<file path="config.mk">
export PLATFORM = sky130hd
export DESIGN_NAME = id_hazard_scoreboard
export DESIGN_NICKNAME = d
export VERILOG_FILES = /design/src/rtl/hazard_pkg.sv /design/src/rtl/sb_entry.sv /design/src/rtl/id_hazard_scoreboard.sv
export SDC_FILE = /design/constraint.sdc
export NUM_CORES = 1
export LEC_CHECK = 0
export ABC_AREA = 1
export BUFFER_PORTS_ARGS = -buffer_cell sky130_fd_sc_hd__buf_2
export CAP_MARGIN = 15
export CORE_ASPECT_RATIO = 0.9
export CORE_MARGIN = 5
export CORE_UTILIZATION = 54
export CTS_CLUSTER_DIAMETER = 100
export DETAILED_ROUTE_END_ITERATION = 12
export PLACE_DENSITY = 0.77
export RECOVER_POWER = 50
export SETUP_SLACK_MARGIN = 0.2
export SYNTH_ARGS = -nofsm -noshare
export SYNTH_HDL_FRONTEND = slang
export SYNTH_HIERARCHICAL = 1
export SYNTH_SLANG_ARGS = --single-unit
</file>
<file path="constraint.sdc">
create_clock -name i_clk -period 1.5 [get_ports i_clk]
set_clock_uncertainty 0.05 [all_clocks]
set_input_delay 0.075 -clock i_clk [delete_from_list [all_inputs] [get_ports i_clk]]
set_output_delay 0.075 -clock i_clk [all_outputs]
set_load 0.02 [all_outputs]
</file>
<file path="src/rtl/hazard_pkg.sv">
// hazard_pkg: shared widths, counter type and helpers for the ID hazard scoreboard
package hazard_pkg;
  localparam int REG_ADDR_W = 5;
  localparam int WB_DIST    = 3;
  localparam int CNT_W      = 2;

  typedef logic [CNT_W-1:0] sb_cnt_t;

  function automatic logic is_x0(input logic [REG_ADDR_W-1:0] a);
    return a == '0;
  endfunction
endpackage

</file>
<file path="src/rtl/sb_entry.sv">
// sb_entry: per-register countdown of cycles until the in-flight write reaches WB
module sb_entry
  import hazard_pkg::*;
(
  input  logic    i_clk,
  input  logic    i_rst_n,
  input  logic    i_set,
  output sb_cnt_t o_cnt,
  output logic    o_busy
);
  sb_cnt_t r_cnt;

  // A new producer reloads the distance (overriding any older one); otherwise count down to zero
  always_ff @(posedge i_clk or negedge i_rst_n)
    if (!i_rst_n) r_cnt <= '0;
    else if (i_set) r_cnt <= sb_cnt_t'(WB_DIST);
    else if (r_cnt != '0) r_cnt <= r_cnt - 1'b1;

  assign o_cnt  = r_cnt;
  assign o_busy = r_cnt != '0;
endmodule

</file>
<file path="src/rtl/id_hazard_scoreboard.sv">
// id_hazard_scoreboard: decode-stage RAW stall and redirect flush control for a non-forwarding pipeline
// Optional macro RF_WRITE_THROUGH_EN: register file bypasses the WB write to a same-cycle read,
// so a producer sitting in WB no longer blocks its consumer.
module id_hazard_scoreboard
  import hazard_pkg::*;
#(
  parameter int NREG = 32
) (
  input  logic                  i_clk,
  input  logic                  i_rst_n,
  input  logic                  i_valid_d,
  input  logic [REG_ADDR_W-1:0] i_rs1_addr,
  input  logic                  i_rs1_used,
  input  logic [REG_ADDR_W-1:0] i_rs2_addr,
  input  logic                  i_rs2_used,
  input  logic [REG_ADDR_W-1:0] i_rd_addr,
  input  logic                  i_rd_we,
  input  logic                  i_redirect_e,
  output logic                  o_stall_f,
  output logic                  o_stall_d,
  output logic                  o_flush_d,
  output logic                  o_bubble_e,
  output logic [NREG-1:0]       o_busy
);
  sb_cnt_t         w_cnt [NREG];
  logic [NREG-1:0] w_busy;
  logic            w_haz1, w_haz2, w_raw, w_issue;

  function automatic logic blocked(input sb_cnt_t c);
`ifdef RF_WRITE_THROUGH_EN
    return c >= sb_cnt_t'(2);
`else
    return c != '0;
`endif
  endfunction

  assign w_cnt[0]  = '0;
  assign w_busy[0] = 1'b0;

  for (genvar g = 1; g < NREG; g++) begin : g_ent
    sb_entry u_entry (
      .i_clk  (i_clk),
      .i_rst_n(i_rst_n),
      .i_set  (w_issue && (i_rd_addr == REG_ADDR_W'(g))),
      .o_cnt  (w_cnt[g]),
      .o_busy (w_busy[g])
    );
  end

  // Hazard detection and pipeline controls; a redirect kills the ID instruction so it never stalls
  always_comb begin
    w_haz1     = i_valid_d && i_rs1_used && !is_x0(i_rs1_addr) && blocked(w_cnt[i_rs1_addr]);
    w_haz2     = i_valid_d && i_rs2_used && !is_x0(i_rs2_addr) && blocked(w_cnt[i_rs2_addr]);
    w_raw      = w_haz1 || w_haz2;
    w_issue    = i_valid_d && !w_raw && !i_redirect_e && i_rd_we && !is_x0(i_rd_addr);
    o_flush_d  = i_redirect_e;
    o_stall_d  = w_raw && !i_redirect_e;
    o_stall_f  = w_raw && !i_redirect_e;
    o_bubble_e = i_redirect_e || w_raw;
  end

  assign o_busy = w_busy;
endmodule
</file>
==> reports/results.ini <==
[worst_hold_path]
hold_path_depth = 7
min_from = i_rd_addr[1]
holdCritPathClass = in -> reg

[sta]
final-max-slew-violation-count = 0
worstMarginPinSlew_ps = 935
setup_viol = 69
hold_ws_ps = 268
slew_headroom_pct = 37.7
hold_viol_final = 0
max_freq_mhz = 456
finalCritPeriodShare_pct = 146
min_period_ps = 2190
finalWorstSetupSlack_ps = -691
rsz0062_at_grt = yes

[synth]
synthCells = 726
syn-cell-area_mm2 = 0.00515
synth_cell_type_count = 23
ys_seq_elements = 62
ys_seq_area_share_pct = 30.1
ys_warn_count = 6
synth.avg_cell_area_um2 = 7.10
synth_nets = 779

[layout]
area_growth_pct = 56.9
fin_area_mm2 = 0.00809
num_antenna_cells = 0
area.sequential_mm2 = 0.00155
multi_input_area_mm2 = 0.00335
largest_reg_flops = 62
nets = 994
fill_cells = 454
fin_cells = 1068
final_layout_size_suffix_gt1_share_pct = 58.4
layout_common_cells = 124 x nand2_1, 100 x buf_4, 91 x buf_6
final_common_cell = nand2_1

[drt]
drt-pass1-iter-count = 6
routedWlPerCell_um = 18.7
vias_per_cell = 5.63
drt-initial-drc-count = 908
ant_nets = 0
drcViolationCount = 0
vias = 6017
finalWirelength_um = 20000

[floorplan]
ioPinCount = 58
die_w_um = 113
core_mm2 = 0.00921
dieArea_mm2 = 0.0116
row_count = 33
die_h_um = 103
start_util_pct = 56.0

[worst_setup_path]
crit_arrival_ps = 2420
end_kind = flip-flop
r2r_cells = 15
worstSetupStartpointType = flip-flop
cp_slowest_cell = dfrtp_1
crit_fanout = 8
required_ps = 1730
crit_chain = nor2_2, nand2_1, nand2_1, nand2_1, nand3_1, nand2_1, nand2_1, nand3_1, nand3_2, buf_6, nand4_4, clkbuf_16, nor2_4, inv_2, nand3_2
crit_start = g_ent[18].u_entry/o_cnt[1]
critPathMaxStageDelay_ps = 430
crit_path_frequent_cell = nand2_1
rr_startpoint = g_ent[18].u_entry/o_cnt[1]
critPathKind = reg -> reg

[status]
violations = setup timing
outcome = finished, violations left

[pwr]
finalPower_mw = 19.8
vdd_drop_max_mv = 1.63
leakage_nw = 4.13
power.density_mw_per_mm2 = 2440

[clock_tree]
clock_sink_count = 62
cts-root-buf = clkbuf_8
cts_buffers = 9
clk_latency_ps = 350
cts.clk_slew.worst_paths_ps = 70
cts_buffer_depth = 2
h-tree-depth = 3
cts_tree = done

[global_routing]
grt_pass1_vias = 6113
grt_util_all_layers_pct = 32.2
grt_pass1_wl_um = 29400
gr-total-overflow = 0
antenna_found_initial = 0
grt_max_degree = 63

[placed_design]
place_area_mm2 = 0.00611
pre_cts_ws_ps = -460
port_buffers = 56
place_congestion = 0.952
place_inst = 969
dp_hpwl_um = 11000

[run]
drv_cap = 0

[area by class of cell]
class	instances	area share, %
Timing Repair Buffer	218	24.4
Sequential cell	62	19.2
Inverter	187	10.8
Tap cell	122	1.89
Clock inverter	4	0.588
Multi-Input combinational cell	463	41.5
Clock buffer	12	1.67
[critical path: cells and delay by family (launching register included)]
| family | cells | cell delay, ps |
|---|---|---|
| buffers and inverters | 3 | 420 |
| DFF | 1 | 430 |
| and+or+nand+nor | 12 | 1220 |
[path summary, 6_finish.rpt]
path,end,slack (ps)
worst max-delay path,g_ent[6].u_entry/o_cnt[1],-690
worst min-delay path,g_ent[15].u_entry/o_cnt[0],270
worst max register to register,g_ent[6].u_entry/o_cnt[1],-690
worst min register to register,g_ent[10].u_entry/o_cnt[1],520
max in group asynchronous,g_ent[25].u_entry/o_cnt[1],340
min in group asynchronous,g_ent[10].u_entry/o_cnt[1],460
[synth_stat cells (all sizes together)]
master	number	share of area (%)
conb	1	0.073
nand4	1	0.41
o21ai	34	3.3
a21oi	1	0.097
dfrtp	62	30
inv	187	14
nand3	122	18
nor3	5	0.49
o211ai	2	0.29
o311ai	2	0.34
clkbuf	3	0.22
nand2	191	17
buf	11	1.8
nor2	73	6.7
ha	31	7.5
[kinds of logic (layout without fill, tap and decap cells)]
| logic type | count (synthesis) | after routing | synth area share (%) |
|---|---|---|---|
| and+or+nand+nor | 392 | 392 | 42.6 |
| DFF | 62 | 62 | 30.1 |
| other | 1 | 1 | 0.0728 |
| AOI/OAI and AO/OA | 39 | 39 | 4.03 |
| buffers and inverters | 201 | 421 | 15.6 |
| adders and majority gates | 31 | 31 | 7.53 |
[layer usage]
metal / wire length, um / global-route usage, % / vias up
met5: 0 / 0 / -
met4: 1310 / 17.7 / 0
met3: 1860 / 7.34 / 170
met2: 9910 / 59.1 / 432
met1: 6920 / 34.7 / 2777
li1: - / - / 2638
[stage by stage]
| step | setup TNS (ps) | utilization, % |
|---|---|---|
| 2_1_floorplan | -2510 | - |
| 3_3_place_gp | -23310 | 66.3 |
| 3_5_place_dp | -26590 | 66.3 |
| 4_1_cts | -23650 | 83.6 |
| 5_1_grt | -47720 | 87.8 |
| 6_report | -40600 | 87.8 |
[timing repair]
item,in CTS,in global routing
gates cloned,1,1
hold buffers,1,0
pin swaps,41,21
buffers inserted,63,17
endpoints found under the hold margin,62,0
endpoints found under the setup margin,96,96
resized for setup,315,74
[report_power, final]
group	total, mW	internal (mW)	switching (mW)
clock	1.49	0.765	0.721
sequential	3.56	2.61	0.949
combinational	14.7	7.28	7.44
total	19.8	10.7	9.11
Power figures use the tool's default switching activity.
